### src/rtl/fu_sequencer.sv
// Sequences 8- or 16-bit commands through an external 8-bit function unit.
// A 16-bit command takes a low pass and then a high pass that chains the low-pass carry.
module fu_sequencer #(
    parameter int DATA_W = 8
) (
    input  logic                  clk,
    input  logic                  rst,
    input  logic                  cmd_valid,
    output logic                  cmd_ready,
    input  logic [3:0]            cmd_fs,
    input  logic                  cmd_wide,
    input  logic [2*DATA_W-1:0]   cmd_a,
    input  logic [2*DATA_W-1:0]   cmd_b,
    output logic [DATA_W-1:0]     fu_a,
    output logic [DATA_W-1:0]     fu_b,
    output logic [3:0]            fu_fs,
    input  logic [DATA_W-1:0]     fu_op,
    input  logic                  fu_V,
    input  logic                  fu_C,
    input  logic                  fu_N,
    input  logic                  fu_Z,
    output logic                  rsp_valid,
    input  logic                  rsp_ready,
    output logic [2*DATA_W-1:0]   rsp_data,
    output logic                  rsp_V,
    output logic                  rsp_C,
    output logic                  rsp_N,
    output logic                  rsp_Z,
    output logic                  busy
);

    typedef enum logic [1:0] {S_IDLE, S_LO, S_HI, S_DONE} state_t;

    state_t                r_state;
    state_t                w_next;
    logic [3:0]            r_fs;
    logic                  r_wide;
    logic [2*DATA_W-1:0]   r_a;
    logic [2*DATA_W-1:0]   r_b;
    logic [DATA_W-1:0]     r_res_lo;
    logic                  r_v;
    logic                  r_c;
    logic                  r_n;
    logic                  r_z;
    logic [2*DATA_W-1:0]   r_rsp_data;
    logic                  r_rsp_v;
    logic                  r_rsp_c;
    logic                  r_rsp_n;
    logic                  r_rsp_z;
    logic                  w_two_pass;

    // Shifter ops are inherently single-pass, so the wide flag is ignored for them.
    assign w_two_pass = r_wide && (r_fs[3:2] != 2'b11);

    always_comb begin
        w_next    = r_state;
        cmd_ready = 1'b0;
        rsp_valid = 1'b0;
        fu_a      = '0;
        fu_b      = '0;
        fu_fs     = 4'h0;
        case (r_state)
            S_IDLE: begin
                cmd_ready = 1'b1;
                if (cmd_valid) w_next = S_LO;
            end
            S_LO: begin
                fu_a   = r_a[DATA_W-1:0];
                fu_b   = r_b[DATA_W-1:0];
                fu_fs  = r_fs;
                w_next = w_two_pass ? S_HI : S_DONE;
            end
            S_HI: begin
                fu_a   = r_a[2*DATA_W-1:DATA_W];
                fu_b   = r_b[2*DATA_W-1:DATA_W];
                fu_fs  = {r_fs[3:1], r_c};
                w_next = S_DONE;
            end
            S_DONE: begin
                rsp_valid = 1'b1;
                if (rsp_ready) w_next = S_IDLE;
            end
            default: w_next = S_IDLE;
        endcase
    end

    always_ff @(posedge clk) begin
        if (rst) begin
            r_state    <= S_IDLE;
            r_fs       <= 4'h0;
            r_wide     <= 1'b0;
            r_a        <= '0;
            r_b        <= '0;
            r_res_lo   <= '0;
            r_v        <= 1'b0;
            r_c        <= 1'b0;
            r_n        <= 1'b0;
            r_z        <= 1'b0;
            r_rsp_data <= '0;
            r_rsp_v    <= 1'b0;
            r_rsp_c    <= 1'b0;
            r_rsp_n    <= 1'b0;
            r_rsp_z    <= 1'b0;
        end else begin
            r_state <= w_next;
            case (r_state)
                S_IDLE: begin
                    if (cmd_valid) begin
                        r_fs   <= cmd_fs;
                        r_wide <= cmd_wide;
                        r_a    <= cmd_a;
                        r_b    <= cmd_b;
                    end
                end
                S_LO: begin
                    r_res_lo <= fu_op;
                    r_v      <= fu_V;
                    r_c      <= fu_C;
                    r_n      <= fu_N;
                    r_z      <= fu_Z;
                    if (!w_two_pass) begin
                        r_rsp_data <= {{DATA_W{1'b0}}, fu_op};
                        r_rsp_v    <= fu_V;
                        r_rsp_c    <= fu_C;
                        r_rsp_n    <= fu_N;
                        r_rsp_z    <= fu_Z;
                    end
                end
                S_HI: begin
                    // Zero only when both bytes are zero; other flags describe the top byte.
                    r_rsp_data <= {fu_op, r_res_lo};
                    r_rsp_v    <= fu_V;
                    r_rsp_c    <= fu_C;
                    r_rsp_n    <= fu_N;
                    r_rsp_z    <= r_z & fu_Z;
                end
                default: ;
            endcase
        end
    end

    assign rsp_data = r_rsp_data;
    assign rsp_V    = r_rsp_v;
    assign rsp_C    = r_rsp_c;
    assign rsp_N    = r_rsp_n;
    assign rsp_Z    = r_rsp_z;
    assign busy     = (r_state != S_IDLE);

endmodule
### config.mk
export PLATFORM = sky130hd
export DESIGN_NAME = fu_sequencer
export DESIGN_NICKNAME = d
export VERILOG_FILES = /design/src/rtl/fu_sequencer.sv
export SDC_FILE = /design/constraint.sdc
export NUM_CORES = 1
export LEC_CHECK = 0
export BUFFER_PORTS_ARGS = -buffer_cell sky130_fd_sc_hd__buf_2
export CAP_MARGIN = 20
export CORE_UTILIZATION = 45
export CTS_CLUSTER_SIZE = 14
export DETAILED_ROUTE_END_ITERATION = 7
export GPL_ROUTABILITY_DRIVEN = 0
export PLACE_DENSITY = 0.85
export SLEW_MARGIN = 30
export SYNTH_ARGS = -nofsm -noshare
export SYNTH_HDL_FRONTEND = slang
export SYNTH_SLANG_ARGS = --single-unit
### constraint.sdc
create_clock -name clk -period 1.8 [get_ports clk]
set_input_delay 0.54 -clock clk [delete_from_list [all_inputs] [get_ports clk]]
set_output_delay 0.54 -clock clk [all_outputs]
set_load 0.01 [all_outputs]
Word level (Yosys, flattened, before mapping)
Cells that the tools add are included.
{"block": "classes", "n_eq_ne": 7, "n_mux": 19, "bitwise": 1, "reduce_logical": 7}
{"operator": "16-bit one-hot mux with 2 select lines", "n": 1}
{"operator": "8-bit one-hot mux with 2 select lines", "n": 2}
{"operator": "16-bit two-way mux", "n": 1}
{"operator": "2-bit inequality test, second input constant", "n": 4}
{"operator": "1-bit one-hot mux with 2 select lines", "n": 4}
{"operator": "2-bit one-hot mux with 4 select lines", "n": 1}
{"operator": "4-bit one-hot mux with 2 select lines", "n": 1}
{"operator": "1-bit two-way mux", "n": 7}
{"operator": "2-bit AND reduction", "n": 3}
{"operator": "2-bit == test, second input constant", "n": 2}
{"operator": "2-bit two-way mux", "n": 2}
{"operator": "2-bit nonzero test", "n": 2}
{"operator": "2-bit by 1-bit == test with 1-bit output, second input constant", "n": 1}
{"operator": "2-bit logical NOT", "n": 1}
{"operator": "1-bit AND", "n": 1}
{"operator": "1-bit logical AND", "n": 1}
{"block": "totals", "ff_bits": 69, "inputBits": 53, "wordCells": 47}

Longest topological paths before layout
{"block": "depth", "depth_word": 4, "mapped_depth": 8, "depth_no_buf": 5}

Least setup slack after synthesis
OpenSTA, ideal clock, no wires.
{"block": "synth_timing", "path_kind": "register to output", "start": "register r_state[0]", "end": "output fu_a[0]", "t_arrival_ns": 1.390, "required_ns": 1.260, "slack_ns": -0.130, "path_stages_with_launch": 6, "path_buffers": 2, "path_cell_list": "dfxtp_1 inv_1 ha_1 clkbuf_1 clkbuf_1 nor2b_1"}
{"block": "synth_via", "elab_chain_len": 2, "word_cells_on_any_way": 3, "cone_classes": "eq/ne (2); mux (1)"}
{"element": "from (decl)", "line": "34", "source": "state_t r_state;"}
{"element": "from (signal assigned)", "line": "105", "source": "r_state <= w_next;"}
{"element": "2-bit == test / 2-bit by 1-bit == test with 1-bit output (equally long branches)", "line": "62", "source": "case (r_state)"}
{"element": "8-bit one-hot mux with 2 select lines *", "line": "62"}
{"element": "to (decl)", "line": "14", "source": "output logic [DATA_W-1:0] fu_a,"}
Every way passes the cells marked *; elsewhere a longest branch is shown, timed or not.

Final worst setup path
{"block": "layout_timing", "start": "register r_state[1]", "end": "output fu_b[5]"}
{"block": "layout_via", "elab_chain_len": 2, "word_cells_on_any_way": 3, "cone_classes": "eq/ne (2); mux (1)"}
{"element": "2-bit == test / 2-bit by 1-bit == test with 1-bit output (equally long branches)", "line": "62"}
{"element": "8-bit one-hot mux with 2 select lines *", "line": "62"}
{"element": "to (decl)", "line": "15", "source": "output logic [DATA_W-1:0] fu_b,"}
Marks and branches as above.

==> results.ini <==
[run_status]
status=complete, but fails checks
violations=negative setup slack

[clock_tree]
clock-root-buffer=clkbuf_8
clk_latency_ns=0.34
cts_max_path_buffers=2
cts.sinks=69
cts_max_level=3
tritoncts=built
postCtsHoldBufs=0
cts_buffers=9
clk_pin_slew_ns=0.08

[floorplan]
rows=29
core_um2=6490
die_width_um=85.1
initial_utilization=0.478
io_pins=96
die_area_um2=7240
die_h_um=85.1

[timing]
finalMaxSlewViolations=0
period_share=1.14
maxSlewHeadroom=0.783
timing.hold.ws_ns=0.432
fin_ws_ns=-0.254
period_needed_ns=2.05
finalSetupViolCount=20
tightest_slew_ns=0.326
skew_ns=0.0129
fmax_ghz=0.487
finalHoldViolCount=0
rsz0062_at_grt=true

[synth]
synth-compound-area-share=0.155
synthArstFlopShare=0
synth_fa_ha_area_frac=0.0201
yosysUniqueCellTypes=26
synth_top_family_by_area=simple AND/OR/NAND/NOR gates
yosysSeqAreaShare=0.445
ys_warn_count=0
synthCells=361
synthesis.area_um2=3110
yosys_most_used_dff=dfxtp_1
synth_top_area_cell=dfxtp_1
synthXorXnorAreaFrac=0
ys_seq_elements=69
synth_edf_count=0
yosysTopAreaCellShare=0.445
synthTopCellsByArea=dfxtp_1 (44%), nand2_1 (9.1%), mux2i_1 (7.1%)
syn_area_per_cell_um2=8.60
syn-num-nets=419
synth-simple-area-share=0.212
synthMuxAreaShare=0.0999

[detailed_routing]
drc=0
viasPerCell=5.31
ant_nets=0
drt-total-wl_um=7940
wl_per_cell_um=14.7
vias=2867
dr.pass1.iters=5
drt_iter0_drc=188

[grt]
grt_pass1_vias=2743
grt_max_degree=82
grt_usage=0.224
grt_first_pass_wirelength_um=12700
antenna_found_initial=0
overflow=0

[cells_and_area]
mostFrequentLayoutCell=buf_2
drive_above_1_share=0.393
final_nets=516
final_cells=540
antennaDiodeCount=0
final_cell_mix=buf_2 (91), nand2_1 (75), dfxtp_1 (67)
final_design_area_no_fill_um2=4180
syn_to_final_growth_pct=34.6

[critical_path]
crit_chain=buf_6 > ha_4 > buf_8 > a22oi_2 > nor2b_2 > buf_2
r2r_slack_ns=0.08
worstReg2RegEnd=rsp_data[15]
cp-end-kind=primary output
cp-start-kind=register
cp_max_fo=8
crit_type=reg2out
cpPeakStageDelay_ns=0.37
r2r_start=r_state[1]
arrival_ns=1.51
required_ns=1.26
critPathSlowestCell=dfxtp_4
reg2regPathDepth=8

[placed_design]
placed_cells=520
dp_hpwl_um=5230
io_buffer_count=95
place_area_um2=3710
dp_slack_ns=-0.0151

[power_and_ir_drop]
powerDensity_nw_per_um2=1540
power.leakage_nw=1.73
finalPower_mw=6.44
vdd_drop_max_mv=0.772

[hold_path]
hold_class=in2reg
holdPathEnd=r_b[5]
hold_path.startpoint=cmd_b[5]
whs_path_depth=3

[flow_run]
drv_cap=0

-- registers in the layout, indices dropped and copies added (netlist names), 2 cells and up --
register and cells:
r_a 16, r_b 16, r_fs 4, r_res_lo 8, r_state 2, rsp_data 16
-- layer usage --
layer | wire length (µm) | part of all wire | GRT usage | vias up
li1 | - | - | - | 1402
met1 | 3450 | 0.43 | 0.274 | 1351
met2 | 3890 | 0.49 | 0.369 | 105
met3 | 504 | 0.064 | 0.0759 | 9
met4 | 91 | 0.011 | 0.0770 | 0
met5 | 0 | 0 | 0 | -
-- through the flow --
| step | util | TNS (ns) |
|---|---|---|
| 4_1_cts | 0.626 | -4.77 |
| 6_report | 0.643 | -4.37 |
| 2_1_floorplan | - | 0 |
| 3_5_place_dp | 0.571 | -0.0151 |
| 5_1_grt | 0.643 | -5.68 |
| 3_3_place_gp | 0.571 | 0 |
-- repair_timing --
action,CTS,global route
hold endpoints to repair,0,0
pin swaps,5,8
resized for setup,30,25
buffers inserted,2,1
gates cloned,1,0
setup endpoints to repair,23,20
-- final cells by class --
| class | count | area, µm² |
|---|---|---|
| clock buffers | 11 | 151 |
| clock inverters | 5 | 58.8 |
| fillers | 508 | 2320 |
| inverters | 12 | 50.0 |
| multi-input cells | 250 | 1700 |
| flip-flops and latches | 69 | 1390 |
| well taps | 77 | 96.3 |
| repair buffers | 116 | 737 |
-- cells by family (layout without fill, tap and decap cells) --
group	count (synthesis)	count (layout)
AND/OR/NAND/NOR	138	138
AO/OA/AOI/OAI	77	77
flip-flops	69	69
buffers and inverters	42	144
multiplexers	30	30
adder cells (fa/ha/maj)	5	5
-- cells in the mapped netlist, types with 9 or more instances --
cell type  number
nor2_1         10
dfxtp_1        69
a21oi_1        40
clkbuf_1       13
buf_2           9
nand2_1        75
nor2b_1        18
nand2b_1       18
inv_1          12
nand3b_1        9
a22oi_1        17
a211oi_1       16
mux2i_1        22
-- worst max path at each step --
| stage | depth (start not counted) | from | end |
|---|---|---|---|
| 4_1_cts | 6 | r_state[1] | fu_fs[3] |
| 6_report | 6 | r_state[1] | fu_b[5] |
| 2_1_floorplan | 6 | r_state[1] | fu_a[6] |
| 5_1_grt | 6 | r_state[1] | fu_b[5] |
| 3_5_place_dp | 6 | r_state[0] | fu_a[6] |
| 3_3_place_gp | 7 | r_state[1] | r_state[0] |
-- critical path: cells and delay by family, from the launching register on --
family	cells	cell delay, ns
compound gates	1	0.16
fa+ha+maj	1	0.18
buf+inv	3	0.41
flops	1	0.37
simple gates	1	0.07
-- report_power, final --
group	switching, mW	internal, mW
combinational	1.56	1.44
clock	0.609	0.716
sequential	0.227	1.89
Power figures use the tool's default switching activity.
